==> config.mk <==
export PLATFORM = sky130hd
export DESIGN_NAME = hazard_unit
export DESIGN_NICKNAME = d
export VERILOG_FILES = /design/src/rtl/cpu_types_pkg.sv /design/src/rtl/hazard_unit_perf_cnt.sv /design/src/rtl/hazard_unit.sv
export SDC_FILE = /design/constraint.sdc
export NUM_CORES = 1
export LEC_CHECK = 0
export CAP_MARGIN = 25
export CELL_PAD_IN_SITES_DETAIL_PLACEMENT = 0
export CELL_PAD_IN_SITES_GLOBAL_PLACEMENT = 1
export CORE_UTILIZATION = 18
export CTS_CLUSTER_SIZE = 8
export DETAILED_ROUTE_END_ITERATION = 8
export MAX_ROUTING_LAYER = met4
export PLACE_DENSITY = 0.84
export SYNTH_ARGS = -nofsm -noshare
export SYNTH_HDL_FRONTEND = slang
export SYNTH_SLANG_ARGS = --single-unit
export TNS_END_PERCENT = 1
==> constraint.sdc <==
create_clock -name CLK -period 2.2 [get_ports CLK]
set_input_delay 0.44 -clock CLK [delete_from_list [all_inputs] [get_ports CLK]]
set_output_delay 0.44 -clock CLK [all_outputs]
set_load 0.1 [all_outputs]
==> src/rtl/cpu_types_pkg.sv <==
// Shared CPU types: register index and hazard controller state.
package cpu_types_pkg;

    typedef logic [4:0] regbits_t;

    typedef enum logic [1:0] {
        RUN,
        DWAIT,
        HALT
    } hazard_state_t;

    // Load in EX whose destination is read by the instruction in decode.
    function automatic logic is_load_use(input logic     ex_dren,
                                         input regbits_t ex_rt,
                                         input regbits_t id_rs,
                                         input regbits_t id_rt,
                                         input logic     id_uses_rt);
        return ex_dren && (ex_rt != '0) &&
               ((ex_rt == id_rs) || (id_uses_rt && (ex_rt == id_rt)));
    endfunction

endpackage

==> src/rtl/hazard_unit_perf_cnt.sv <==
// Saturating performance counter bank for the hazard controller.
module hazard_perf_cnt #(
    parameter int unsigned CNT_W = 32
) (
    input  logic             CLK,
    input  logic             nRST,
    input  logic             stall_inc,
    input  logic             flush_inc,
    input  logic             bubble_inc,
    output logic [CNT_W-1:0] stall_cycles,
    output logic [CNT_W-1:0] flush_events,
    output logic [CNT_W-1:0] bubble_cycles
);

    always_ff @(posedge CLK or negedge nRST) begin
        if (!nRST) begin
            stall_cycles  <= '0;
            flush_events  <= '0;
            bubble_cycles <= '0;
        end else begin
            if (stall_inc && (stall_cycles != '1))
                stall_cycles <= stall_cycles + 1'b1;
            if (flush_inc && (flush_events != '1))
                flush_events <= flush_events + 1'b1;
            if (bubble_inc && (bubble_cycles != '1))
                bubble_cycles <= bubble_cycles + 1'b1;
        end
    end

endmodule

==> src/rtl/hazard_unit.sv <==
// Pipeline hazard controller: stage enables/flushes, PC control, memory gating, sticky halt.
// Optional performance counters under `HAZARD_PERF_CNT_EN.
module hazard_unit
    import cpu_types_pkg::*;
#(
    parameter int unsigned CNT_W = 32
) (
    input  logic             CLK,
    input  logic             nRST,
    input  logic             ihit,
    input  logic             dhit,
    input  regbits_t         id_rs,
    input  regbits_t         id_rt,
    input  logic             id_uses_rt,
    input  logic             ex_dren,
    input  regbits_t         ex_rt,
    input  logic             mem_dren,
    input  logic             mem_dwen,
    input  logic             mem_br_taken,
    input  logic             wb_halt,
    output logic             pc_en,
    output logic             pc_sel_br,
    output logic             ifid_en,
    output logic             idex_en,
    output logic             exmem_en,
    output logic             memwb_en,
    output logic             ifid_flush,
    output logic             idex_flush,
    output logic             exmem_flush,
    output logic             imem_ren,
    output logic             dmem_ren,
    output logic             dmem_wen,
`ifdef HAZARD_PERF_CNT_EN
    output logic [CNT_W-1:0] stall_cycles,
    output logic [CNT_W-1:0] flush_events,
    output logic [CNT_W-1:0] bubble_cycles,
`endif
    output logic             halt
);

    hazard_state_t state, state_nxt;
    logic mem_req, load_use, active;
    logic stall_ev, flush_ev, bubble_ev;

    always_comb begin
        mem_req     = mem_dren | mem_dwen;
        load_use    = is_load_use(ex_dren, ex_rt, id_rs, id_rt, id_uses_rt);
        active      = (state != HALT);
        state_nxt   = state;
        pc_en       = 1'b0;
        pc_sel_br   = 1'b0;
        ifid_en     = 1'b0;
        idex_en     = 1'b0;
        exmem_en    = 1'b0;
        memwb_en    = 1'b0;
        ifid_flush  = 1'b0;
        idex_flush  = 1'b0;
        exmem_flush = 1'b0;
        stall_ev    = 1'b0;
        flush_ev    = 1'b0;
        bubble_ev   = 1'b0;

        if (active) begin
            if (wb_halt) begin
                state_nxt = HALT;
            end else if (((state == DWAIT) || mem_req) && !dhit) begin
                state_nxt = DWAIT;
                stall_ev  = 1'b1;
            end else begin
                state_nxt = RUN;
                idex_en   = 1'b1;
                exmem_en  = 1'b1;
                memwb_en  = 1'b1;
                if (mem_br_taken) begin
                    flush_ev    = 1'b1;
                    pc_en       = 1'b1;
                    pc_sel_br   = 1'b1;
                    ifid_en     = 1'b1;
                    ifid_flush  = 1'b1;
                    idex_flush  = 1'b1;
                    exmem_flush = 1'b1;
                end else if (load_use) begin
                    // IF/ID and PC hold; ID/EX loads a bubble behind the load.
                    bubble_ev  = 1'b1;
                    idex_flush = 1'b1;
                end else if (!ihit) begin
                    bubble_ev  = 1'b1;
                    ifid_en    = 1'b1;
                    ifid_flush = 1'b1;
                end else begin
                    pc_en   = 1'b1;
                    ifid_en = 1'b1;
                end
            end
        end
    end

    // The data access owns the shared memory port while it is pending.
    assign imem_ren = active & ~mem_req;
    assign dmem_ren = active & mem_dren;
    assign dmem_wen = active & mem_dwen;

    always_ff @(posedge CLK or negedge nRST) begin
        if (!nRST) begin
            state <= RUN;
            halt  <= 1'b0;
        end else begin
            state <= state_nxt;
            halt  <= (state_nxt == HALT);
        end
    end

`ifdef HAZARD_PERF_CNT_EN
    hazard_perf_cnt #(.CNT_W(CNT_W)) u_perf_cnt (
        .CLK           (CLK),
        .nRST          (nRST),
        .stall_inc     (stall_ev),
        .flush_inc     (flush_ev),
        .bubble_inc    (bubble_ev),
        .stall_cycles  (stall_cycles),
        .flush_events  (flush_events),
        .bubble_cycles (bubble_cycles)
    );
`else
    // CNT_W only sizes the counter bank; keep it referenced in the plain build.
    if (CNT_W == 0) begin : g_cnt_w_unused
    end
    logic unused_ev;
    assign unused_ev = stall_ev ^ flush_ev ^ bubble_ev;
`endif

endmodule

==> metrics.md <==
| Metric | Value |
|---|---|
| Post-Synthesis Cells | 46 |
| # rows | 16 |
| DRC violations left | 0 |
| Post-synthesis compound-gate area fraction | 16.9% |
| Fin. max-slew vios | 0 |
| Global Route Usage Sum | 12.1% |
| Num CTS Buffers | 3 |
| Leak | 0.511 nW |
| Worst Skew | 0.515 ps |
| DR pass1 iterations | 1 |
| Leading area contributor after synthesis | xnor2_1 |
| Maximum clock path buffer count | 2 |
| CTS Root Cell | clkbuf_4 |
| Ant. Diodes | 0 |
| CTS tree | yes |
| Die height | 47.7 um |
| Pwr per Cell Area | 226 nW/um^2 |
| VDD IR max | 0.185 mV |
| Crit path DAT | 1820 ps |
| Synthesized area | 377 um^2 |
| RSZ-0062 raised after global routing | true |
| XOR/XNOR Fraction of Synth Area | 23.3% |
| Setup slack, reg-to-reg | 1240 ps |
| Post-route insts no fill | 123 |
| PortBufs | 37 |
| Die Footprint | 2280 um^2 |
| Vias per cell | 4.04 |
| Routed wire per std cell | 10.7 um |
| Fill count | 184 |
| Max-slew headroom | 81.7% |
| First-pass GRT wire length | 1.83 mm |
| Max-cap violations | 0 |
| Sequential share of the synthesized area | 19.9% |
| Vias in the first global route | 495 |
| Placed Cells | 119 |
| Post-synth cell types | 22 |
| Tmin final | 2260 ps |
| Failing checks | negative setup slack |
| Avg Cell Area, Syn | 8.19 um^2 |
| Post-Syn Nets | 71 |
| Layout Nets | 122 |
| Initial Util | 19.2% |
| Core Box Area | 1960 um^2 |
| Post-synthesis adder-cell area fraction | 2.66% |
| Final Cycle Share | 103% |
| Dpl ws | -423 ps |
| Layout area overhead | 191% |
| Worst Path Max Fanout | 3 |
| Post-synth EDFFs | 0 |
| Initial antenna violation count | 0 |
| H-tree depth | 1 |
| Gpl congestion | 0.718 |
| Status | finished with violations |
| Post-Route WL | 1.31 mm |
| DRT iter0 DRCs | 0 |
| Top post-synthesis cells by count | xnor2_1 (10), nand2b_1 (5) |
| Area contributors post-synth | xnor2_1 (23%), dfrtp_1 (20%), nand2b_1 (8.3%) |
| I/O pins | 38 |
| CTS Sinks | 3 |
| Pin count of the biggest net entering global routing | 6 |
| Endpoints failing hold | 0 |
| Clk slew on worst S/H paths | 40 ps |
| Pwr Total | 0.248 mW |
| Most instantiated library cell after synthesis | xnor2_1 |
| Worst path required time | 1760 ps |
| Final setup margin | -59.6 ps |
| CP Launch Type | primary input |
| Synth Register Bits | 3 |
| Antenna Nets Post-Route | 0 |
| Min-delay worst type | in -> async |
| Total grt overflow | 0 |
| Simple-Gate Fraction of Synth Area | 28.2% |
| Clock insertion delay at the later pin of the skew report | 230 ps |
| Top_reg_cell synth | dfrtp_1 |
| DR vias | 497 |
| Number of synthesis warnings | 0 |
| Final setup violation count | 2 |
| Mux share of post-synthesis cell area | 0% |
| Crit path kind | in -> out |
| Fmax | 0.443 GHz |
| Crit end category | primary output |
| Share of layout cells above drive strength 1 | 45.8% |
| Die width | 47.7 um |
| Share of the synthesized area in the top cell type | 23.3% |
| Final HPWL DP | 1.09 mm |
| Worst-Margin Slew | 277 ps |
| Ys async rst share | 100% |
| Largest family of logic cells by synthesized area | simple AND/OR/NAND/NOR gates |
## power breakdown
group / switching [mW] / internal (mW) / total (mW)
logic: 0.0361 / 0.0603 / 0.0964
registers: 0.00000000150 / 0.0555 / 0.0555
clock network: 0.0277 / 0.0679 / 0.0956
## critical path: stages
cell	delay (ps)
buf_6	90
or4_4	540
o21ai_4	170
nor2_4	70
a221oi_4	290
buf_12	210
## repair_timing
item / in CTS / in global routing
hold buffers: 0 / 0
gates cloned: 0 / 0
pin swaps: 6 / 14
hold endpoints to repair: 0 / 0
resized for setup: 25 / 16
buffers inserted: 0 / 0
setup endpoints to repair: 7 / 9
## logic make-up after synthesis
group | Yosys count
AO/OA/AOI/OAI | 7
XOR/XNOR | 10
adder cells (fa/ha/maj) | 1
buffers and inverters | 6
flip-flops | 3
AND/OR/NAND/NOR | 19
## routing by layer
metal	vias up	GRT usage, %	part of all wire, %	wire (um)
met5	-	-	0	0
met4	0	5.00	0	0
met3	0	4.53	9.4	123
met2	30	22.4	56	732
met1	214	11.0	35	456
li1	253	-	-	-
## metrics by stage
step                      area [um^2]  utilization, %  hold slack [ps]  TNS (ps)
after floorplan                   413               -              144     -1810
after global placement           1000            51.1              587     -1390
after detailed placement         1000            51.1              592     -1500
after CTS                        1050            53.6              396      -140
after global routing             1100            55.9              399      -147
final                            1100            55.9              399     -77.1
## worst paths after layout
path                                     from                  to  cells after the start
min                                      nRST      halt$_DFF_PN0_                      1
max reg2reg                state[1]$_DFF_PN0_  state[0]$_DFF_PN0_                      2
max in group asynchronous                nRST  state[1]$_DFF_PN0_                      1
min reg2reg                state[1]$_DFF_PN0_  state[0]$_DFF_PN0_                      2
min in group CLK                      wb_halt  state[0]$_DFF_PN0_                      3
max                                  ex_rt[2]          ifid_flush                      6
## layout make-up
cell class | count | area (um^2) | share of cell area (%)
Timing Repair Buffer | 49 | 593 | 54.0
Multi-Input combinational cell | 37 | 354 | 32.3
Sequential cell | 3 | 75.1 | 6.84
Tap cell | 27 | 33.8 | 3.08
Clock buffer | 4 | 26.3 | 2.39
Inverter | 3 | 15.0 | 1.37
## registers in the layout, summed over array words and instances (netlist names)
register and cells:
state 2, halt 1
## placed cells by master (no fill, tap or decap), drive strengths merged
cell type	n
a211oi	1
a21o	1
a21oi	1
a221oi	1
and2	3
buf	28
clkbuf	5
clkdlybuf4s50	5
clkinvlp	1
dfrtp	3
dlygate4sd2	4
dlymetal6s2s	11
inv	2
maj3	1
nand2	2
nand2b	5
nand3	1
nand4	1
nor2	4
nor3	1
nor3b	1
o21ai	1
o22ai	1
o2bb2ai	1
or4	1
xnor2	10
No activity file was read; power rests on OpenSTA's default activity.
